**src/rtl/rv_types.sv**
```systemverilog
// rv_types -- shared types and constants for the rv_* peripherals.
//   u32_t / u4_t     : bus data word and byte-enable types
//   TMR_* offsets    : rv_timer register byte offsets (word aligned)
//   CTRL_* indices   : rv_timer CTRL bit positions
//   merge_bytes()    : apply a byte-lane write onto an existing word
package rv_types;

    typedef logic [31:0] u32_t;
    typedef logic [3:0]  u4_t;

    localparam logic [4:0] TMR_CTRL  = 5'h00;
    localparam logic [4:0] TMR_PRESC = 5'h04;
    localparam logic [4:0] TMR_CMP   = 5'h08;
    localparam logic [4:0] TMR_COUNT = 5'h0C;
    localparam logic [4:0] TMR_STAT  = 5'h10;

    localparam int CTRL_EN      = 0;
    localparam int CTRL_IE      = 1;
    localparam int CTRL_ONESHOT = 2;

    function automatic u32_t merge_bytes(input u32_t cur, input u32_t wdata, input u4_t be);
        u32_t res;
        for (int i = 0; i < 4; i++) begin
            res[8*i +: 8] = be[i] ? wdata[8*i +: 8] : cur[8*i +: 8];
        end
        return res;
    endfunction

endpackage

```
**src/rtl/rv_timer.sv**
```systemverilog
// rv_timer -- prescaled 32-bit up-counter with compare match interrupt.
//   clk    : single clock, rising edge
//   xreset : asynchronous active-low reset
//   adr    : byte address in the 32-byte window (adr[1:0] ignored)
//   cs     : chip select
//   we     : byte write enables
//   re     : read enable
//   dw     : write data
//   dr     : registered read data, 0 unless the previous cycle was cs&re
//   irq    : registered level interrupt, PEND & IE
module rv_timer
    import rv_types::*;
#(
    parameter int PRESC_W = 16
) (
    input  logic        clk,
    input  logic        xreset,
    input  logic [4:0]  adr,
    input  logic        cs,
    input  logic [3:0]  we,
    input  logic        re,
    input  logic [31:0] dw,
    output logic [31:0] dr,
    output logic        irq
);

    logic               en;
    logic               ie;
    logic               oneshot;
    logic [PRESC_W-1:0] presc;
    logic [PRESC_W-1:0] pcnt;
    u32_t               cmp;
    u32_t               count;
    logic               pend;

    logic [4:0] ofs;
    logic       wr;
    logic       wr_ctrl;
    logic       wr_presc;
    logic       wr_cmp;
    logic       wr_count;
    logic       wr_stat;
    logic [2:0] ctrl_new;
    logic       en_rise;
    logic       tick;
    logic       match;
    logic       pend_set;
    logic       pend_clr;
    u32_t       rdata;
    logic       unused_adr;

    assign ofs        = {adr[4:2], 2'b00};
    assign unused_adr = ^adr[1:0];

    assign wr       = cs & (we != 4'h0);
    assign wr_ctrl  = wr & (ofs == TMR_CTRL);
    assign wr_presc = wr & (ofs == TMR_PRESC);
    assign wr_cmp   = wr & (ofs == TMR_CMP);
    assign wr_count = wr & (ofs == TMR_COUNT);
    assign wr_stat  = wr & (ofs == TMR_STAT);

    // All CTRL bits live in byte lane 0.
    assign ctrl_new = we[0] ? dw[2:0] : {oneshot, ie, en};
    assign en_rise  = wr_ctrl & ctrl_new[CTRL_EN] & ~en;

    assign tick  = en & (pcnt == '0);
    // Compare uses the current CMP, so a CMP write in this cycle only affects later ticks.
    assign match = tick & (count == cmp);
    // A COUNT write in the same cycle overrides the match entirely.
    assign pend_set = match & ~wr_count;
    assign pend_clr = wr_stat & we[0] & dw[0];

    always_comb begin
        rdata = '0;
        case (ofs)
            TMR_CTRL:  rdata = {29'b0, oneshot, ie, en};
            TMR_PRESC: rdata = u32_t'(presc);
            TMR_CMP:   rdata = cmp;
            TMR_COUNT: rdata = count;
            TMR_STAT:  rdata = {31'b0, pend};
            default:   rdata = '0;
        endcase
    end

    always_ff @(posedge clk or negedge xreset) begin
        if (!xreset) begin
            en      <= 1'b0;
            ie      <= 1'b0;
            oneshot <= 1'b0;
            presc   <= '0;
            pcnt    <= '0;
            cmp     <= 32'hFFFF_FFFF;
            count   <= '0;
            pend    <= 1'b0;
            irq     <= 1'b0;
            dr      <= '0;
        end else begin
            // Prescaler: an enabling CTRL write restarts the period from PRESC.
            if (en_rise) begin
                pcnt <= presc;
            end else if (en) begin
                pcnt <= tick ? presc : pcnt - PRESC_W'(1);
            end

            // A CTRL write takes precedence over the oneshot auto-disable.
            if (wr_ctrl) begin
                en      <= ctrl_new[CTRL_EN];
                ie      <= ctrl_new[CTRL_IE];
                oneshot <= ctrl_new[CTRL_ONESHOT];
            end else if (pend_set && oneshot) begin
                en <= 1'b0;
            end

            if (wr_presc) begin
                presc <= PRESC_W'(merge_bytes(u32_t'(presc), dw, we));
            end

            if (wr_cmp) begin
                cmp <= merge_bytes(cmp, dw, we);
            end

            if (wr_count) begin
                count <= merge_bytes(count, dw, we);
            end else if (tick) begin
                count <= match ? 32'd0 : count + 32'd1;
            end

            // Set beats a simultaneous software clear.
            if (pend_set) begin
                pend <= 1'b1;
            end else if (pend_clr) begin
                pend <= 1'b0;
            end

            irq <= pend & ie;
            dr  <= (cs && re) ? rdata : 32'd0;
        end
    end

endmodule

```
**config.mk**
```make
export PLATFORM = sky130hd
export DESIGN_NAME = rv_timer
export DESIGN_NICKNAME = d
export VERILOG_FILES = /design/src/rtl/rv_types.sv /design/src/rtl/rv_timer.sv
export SDC_FILE = /design/constraint.sdc
export NUM_CORES = 1
export LEC_CHECK = 0
export CAP_MARGIN = 20
export CORE_MARGIN = 4
export CORE_UTILIZATION = 30
export CTS_CLUSTER_SIZE = 12
export DETAILED_ROUTE_END_ITERATION = 8
export PLACE_DENSITY_LB_ADDON = 0.25
export SLEW_MARGIN = 20
export SYNTH_ARGS = -nofsm -noshare
export SYNTH_HDL_FRONTEND = slang
export SYNTH_SLANG_ARGS = --single-unit
```
**constraint.sdc**
```tcl
create_clock -name clk -period 2.35 [get_ports clk]
set_input_delay 0.47 -clock clk [delete_from_list [all_inputs] [get_ports clk]]
set_output_delay 0.47 -clock clk [all_outputs]
set_load 0.02 [all_outputs]
```
==> results_dict.tcl, run 1 <==
set metrics [dict create \
    ys_ff_latch 133 \
    required_ps 2640 \
    drt_iter0_drc 504 \
    crit_family "simple AND/OR/NAND/NOR gates" \
    synth-main-ff-cell "dfrtp_1" \
    core_area_sq_mm 0.0237 \
    combPwrFrac_pct 27.0 \
    path_buf_inv 1 \
    crit_chain "clkdlybuf4s50_1, or4_4, and3_4, or3_4, and3_1, a21oi_1, o311ai_1" \
    syn_inst 726 \
    powerDensity_mw_per_mm2 845 \
    cp_slowest_stage_delay_ps 560 \
    clockPowerShare_pct 34.1 \
    drtPass1Iterations 5 \
    ios 78 \
    power_frac_seq_pct 38.8 \
    p_leak_uw 0.00395 \
    die_y_microns 164 \
    row_count 56 \
    crit_arrival_ps 2610 \
    dp_hpwl_microns 16800 \
    place_congestion 0.879 \
    grt_pass1_vias 6464 \
    seq_area_frac_synth_pct 46.2 \
    hold_path.class "reg2reg" \
    grt_max_degree 52 \
    die_w_microns 164 \
    h-tree-depth 4 \
    p_switching_uw 2590 \
    clk_latency_ps 420 \
    n_fill_cell 2377 \
    setup_violations 0 \
    cts_num_sinks 133 \
    finalSetupTns_ps 0 \
    synth_edf_count 0 \
    fin_skew_ps 9.36 \
    finalInstanceArea_sq_mm 0.00979 \
    syn_to_final_growth_pct 34.2 \
    yosys_warnings 0 \
    viasPerCell 5.26 \
    crit_fanout 11 \
    r2r-start "pcnt[8]" \
    syn_area_sq_mm 0.00729 \
    grt_overflow 0 \
    rsz0062_at_grt "true" \
    start_util_pct 30.8 \
    grt_pass1_wl_microns 36900 \
    placed_area_sq_mm 0.00911 \
    grt_usage_pct 17.6 \
    fin_nets 924 \
    drv_slew 0 \
    cap_viol_max_count 0 \
    synth_cell_types 69 \
    wl_microns 23200 \
    p_int_uw 5680 \
    cts_buffers 17 \
    syn_area_per_cell_sq_um 10.0 \
    tightest_slew_ps 419 \
    crit_start "we[2]" \
    die_area_sq_mm 0.0269 \
    synth-async-reset-ratio_pct 100 \
    vdd_drop_max_mv 0.513 \
    crit_type "in2reg" \
    postRouteAntennaNets 0 \
    post-route-period-util_pct 99.0 \
    relSlewSlack_pct 72.0 \
    synth_fp_nets 774 \
    end_kind "flip-flop" \
    port-buffer-count 75 \
    finalPower_uw 8270 \
    start_kind "input port" \
    dr_total_vias 6353 \
    hold_slack_ps 508 \
    finalCriticalPeriod_ps 2330 \
    outcome "finished, final reports clean" \
    worstHoldStart "pcnt[10]" \
    hold_viol 0 \
    cts_tree "done" \
    antenna_found_initial 0 \
    antenna_cells 0 \
    fmax_mhz 430 \
    layout-drive-gt1-share_pct 30.3 \
    clk_pin_slew_ps 60 \
    cts_setup_buffers 0 \
    wire_per_inst_microns 19.2 \
    cpMaxStageDelayCell "or4_4" \
    clockRootBuffer "clkbuf_16" \
    clock_path_buffers 2 \
    p_sw_share_pct 31.3 \
    drc_errors 0 \
]
==> cell usage in the layout, fill, tap and decap left out, types with 8 or more instances in the layout <==
cell type and n:
nand3_1 26, a22oi_1 31, o21ai_0 26, clkdlybuf4s50_1 74, o21ai_1 12, dfstp_2 32, and3_1 20, nand2_1 42
dfrtp_1 101, inv_1 13, nand4_1 38, xnor2_1 32, nor2_1 56, nor3_1 12, or3_1 8, buf_4 100
mux2_2 65, a21oi_1 37, clkbuf_16 17
==> cells in the mapped netlist (4+ instances only) <==
library cell	instances	area (sq um)
nand4_1	38	238
buf_2	9	45.0
dfstp_2	32	841
mux2_2	65	732
o311ai_1	5	43.8
xnor2_1	32	280
a32oi_1	7	61.3
o211ai_1	7	52.6
o21ai_1	12	60.1
dfrtp_1	101	2530
nand2_1	42	158
nor3_1	13	65.1
a31oi_1	7	43.8
nor4_1	9	56.3
and3_1	21	131
clkbuf_1	35	131
nor2b_1	4	25.0
a21oi_2	5	43.8
and2_1	7	43.8
nand3_1	26	130
o221ai_1	5	43.8
inv_1	14	52.6
nand2b_1	4	25.0
or3_1	8	50.1
a21oi_1	37	185
nor2_1	56	210
o21ai_0	26	130
a22oi_1	31	233
==> registers in the layout (all words and copies together) (netlist names) <==
signal   cells
count       32
irq          1
presc       16
ie           1
cmp         32
pcnt        16
pend         1
oneshot      1
dr          32
en           1
==> worst paths after layout <==
kind,end,slack [ps],depth (start not counted)
max,count[25],20,7
min,pcnt[10],510,2
max reg2reg,count[11],110,7
min reg2reg,pcnt[10],510,2
max in group asynchronous,irq,1070,3
min in group asynchronous,dr[8],530,2
==> stage by stage <==
step | setup slack (ps) | util, % | std cells
after floorplan | 118 | - | 726
after global placement | -418 | 38.5 | 1175
after detailed placement | -420 | 38.5 | 1175
after CTS | 18.6 | 41.1 | 1207
after global routing | -23.9 | 41.3 | 1207
final | 23.5 | 41.3 | 1207
==> what timing repair did <==
action	CTS	global route
gates resized for setup	1	9
endpoints found under the setup margin	1	14
endpoints found under the hold margin	21	0
pin swaps	0	3
hold buffers	1	0
==> routing by layer <==
| metal | up-vias | global-route usage (%) | part of all wire [%] |
|---|---|---|---|
| met5 | - | 0 | 0 |
| li1 | 3014 | - | - |
| met1 | 3159 | 24.3 | 46 |
| met3 | 18 | 2.74 | 4.0 |
| met4 | 0 | 4.65 | 1.5 |
| met2 | 162 | 29.0 | 48 |
==> logic make-up (layout without fill, tap and decap cells) <==
kind of cell / count (synthesis) / in the layout / share of synthesized area [%]
AND/OR/NAND/NOR: 256 / 256 / 19.2
AO/OA/AOI/OAI: 167 / 167 / 15.5
flip-flops: 133 / 133 / 46.2
multiplexers: 68 / 68 / 10.8
buffers and inverters: 66 / 228 / 3.93
XOR/XNOR: 33 / 33 / 3.96
adder cells (fa/ha/maj): 3 / 3 / 0.515
==> power by group through the flow <==
stage | combinational [uW] | clock (uW) | sequential [uW]
after floorplan | 1350 | 0 | 3130
after global placement | 2190 | 0 | 3220
after detailed placement | 2210 | 0 | 3230
after CTS | 2220 | 2870 | 3200
after global routing | 2460 | 2970 | 3280
final | 2240 | 2820 | 3210
==> cell type report <==
cell class                 instances  area [sq um]  area share (%)
multi-input combinational        527          3710            37.9
inverter                          14          52.6           0.537
tap                              319           399            4.08
timing repair buffer             183          1650            16.9
sequential                       133          3370            34.4
clock buffer                      22           454            4.64
clock inverter                     9           153            1.56
==> tightest hold or removal path, cell delays in order (launching register included) <==
cell     delay (ps)
dfrtp_1         330
o21ai_0          70
o21ai_0          60
(Power assumes the default switching activity.)
==> run 2, diff against run 1 <==
--- a/config.mk
+++ b/config.mk
@@ -5,6 +5,7 @@
 export SDC_FILE = /design/constraint.sdc
 export NUM_CORES = 1
 export LEC_CHECK = 0
+export ABC_CLOCK_PERIOD_IN_PS = 2350
 export CAP_MARGIN = 20
 export CORE_MARGIN = 4
 export CORE_UTILIZATION = 30
==> results of run 2 <==
No change in the layout: final DEF, timing and power equal those of run 1.
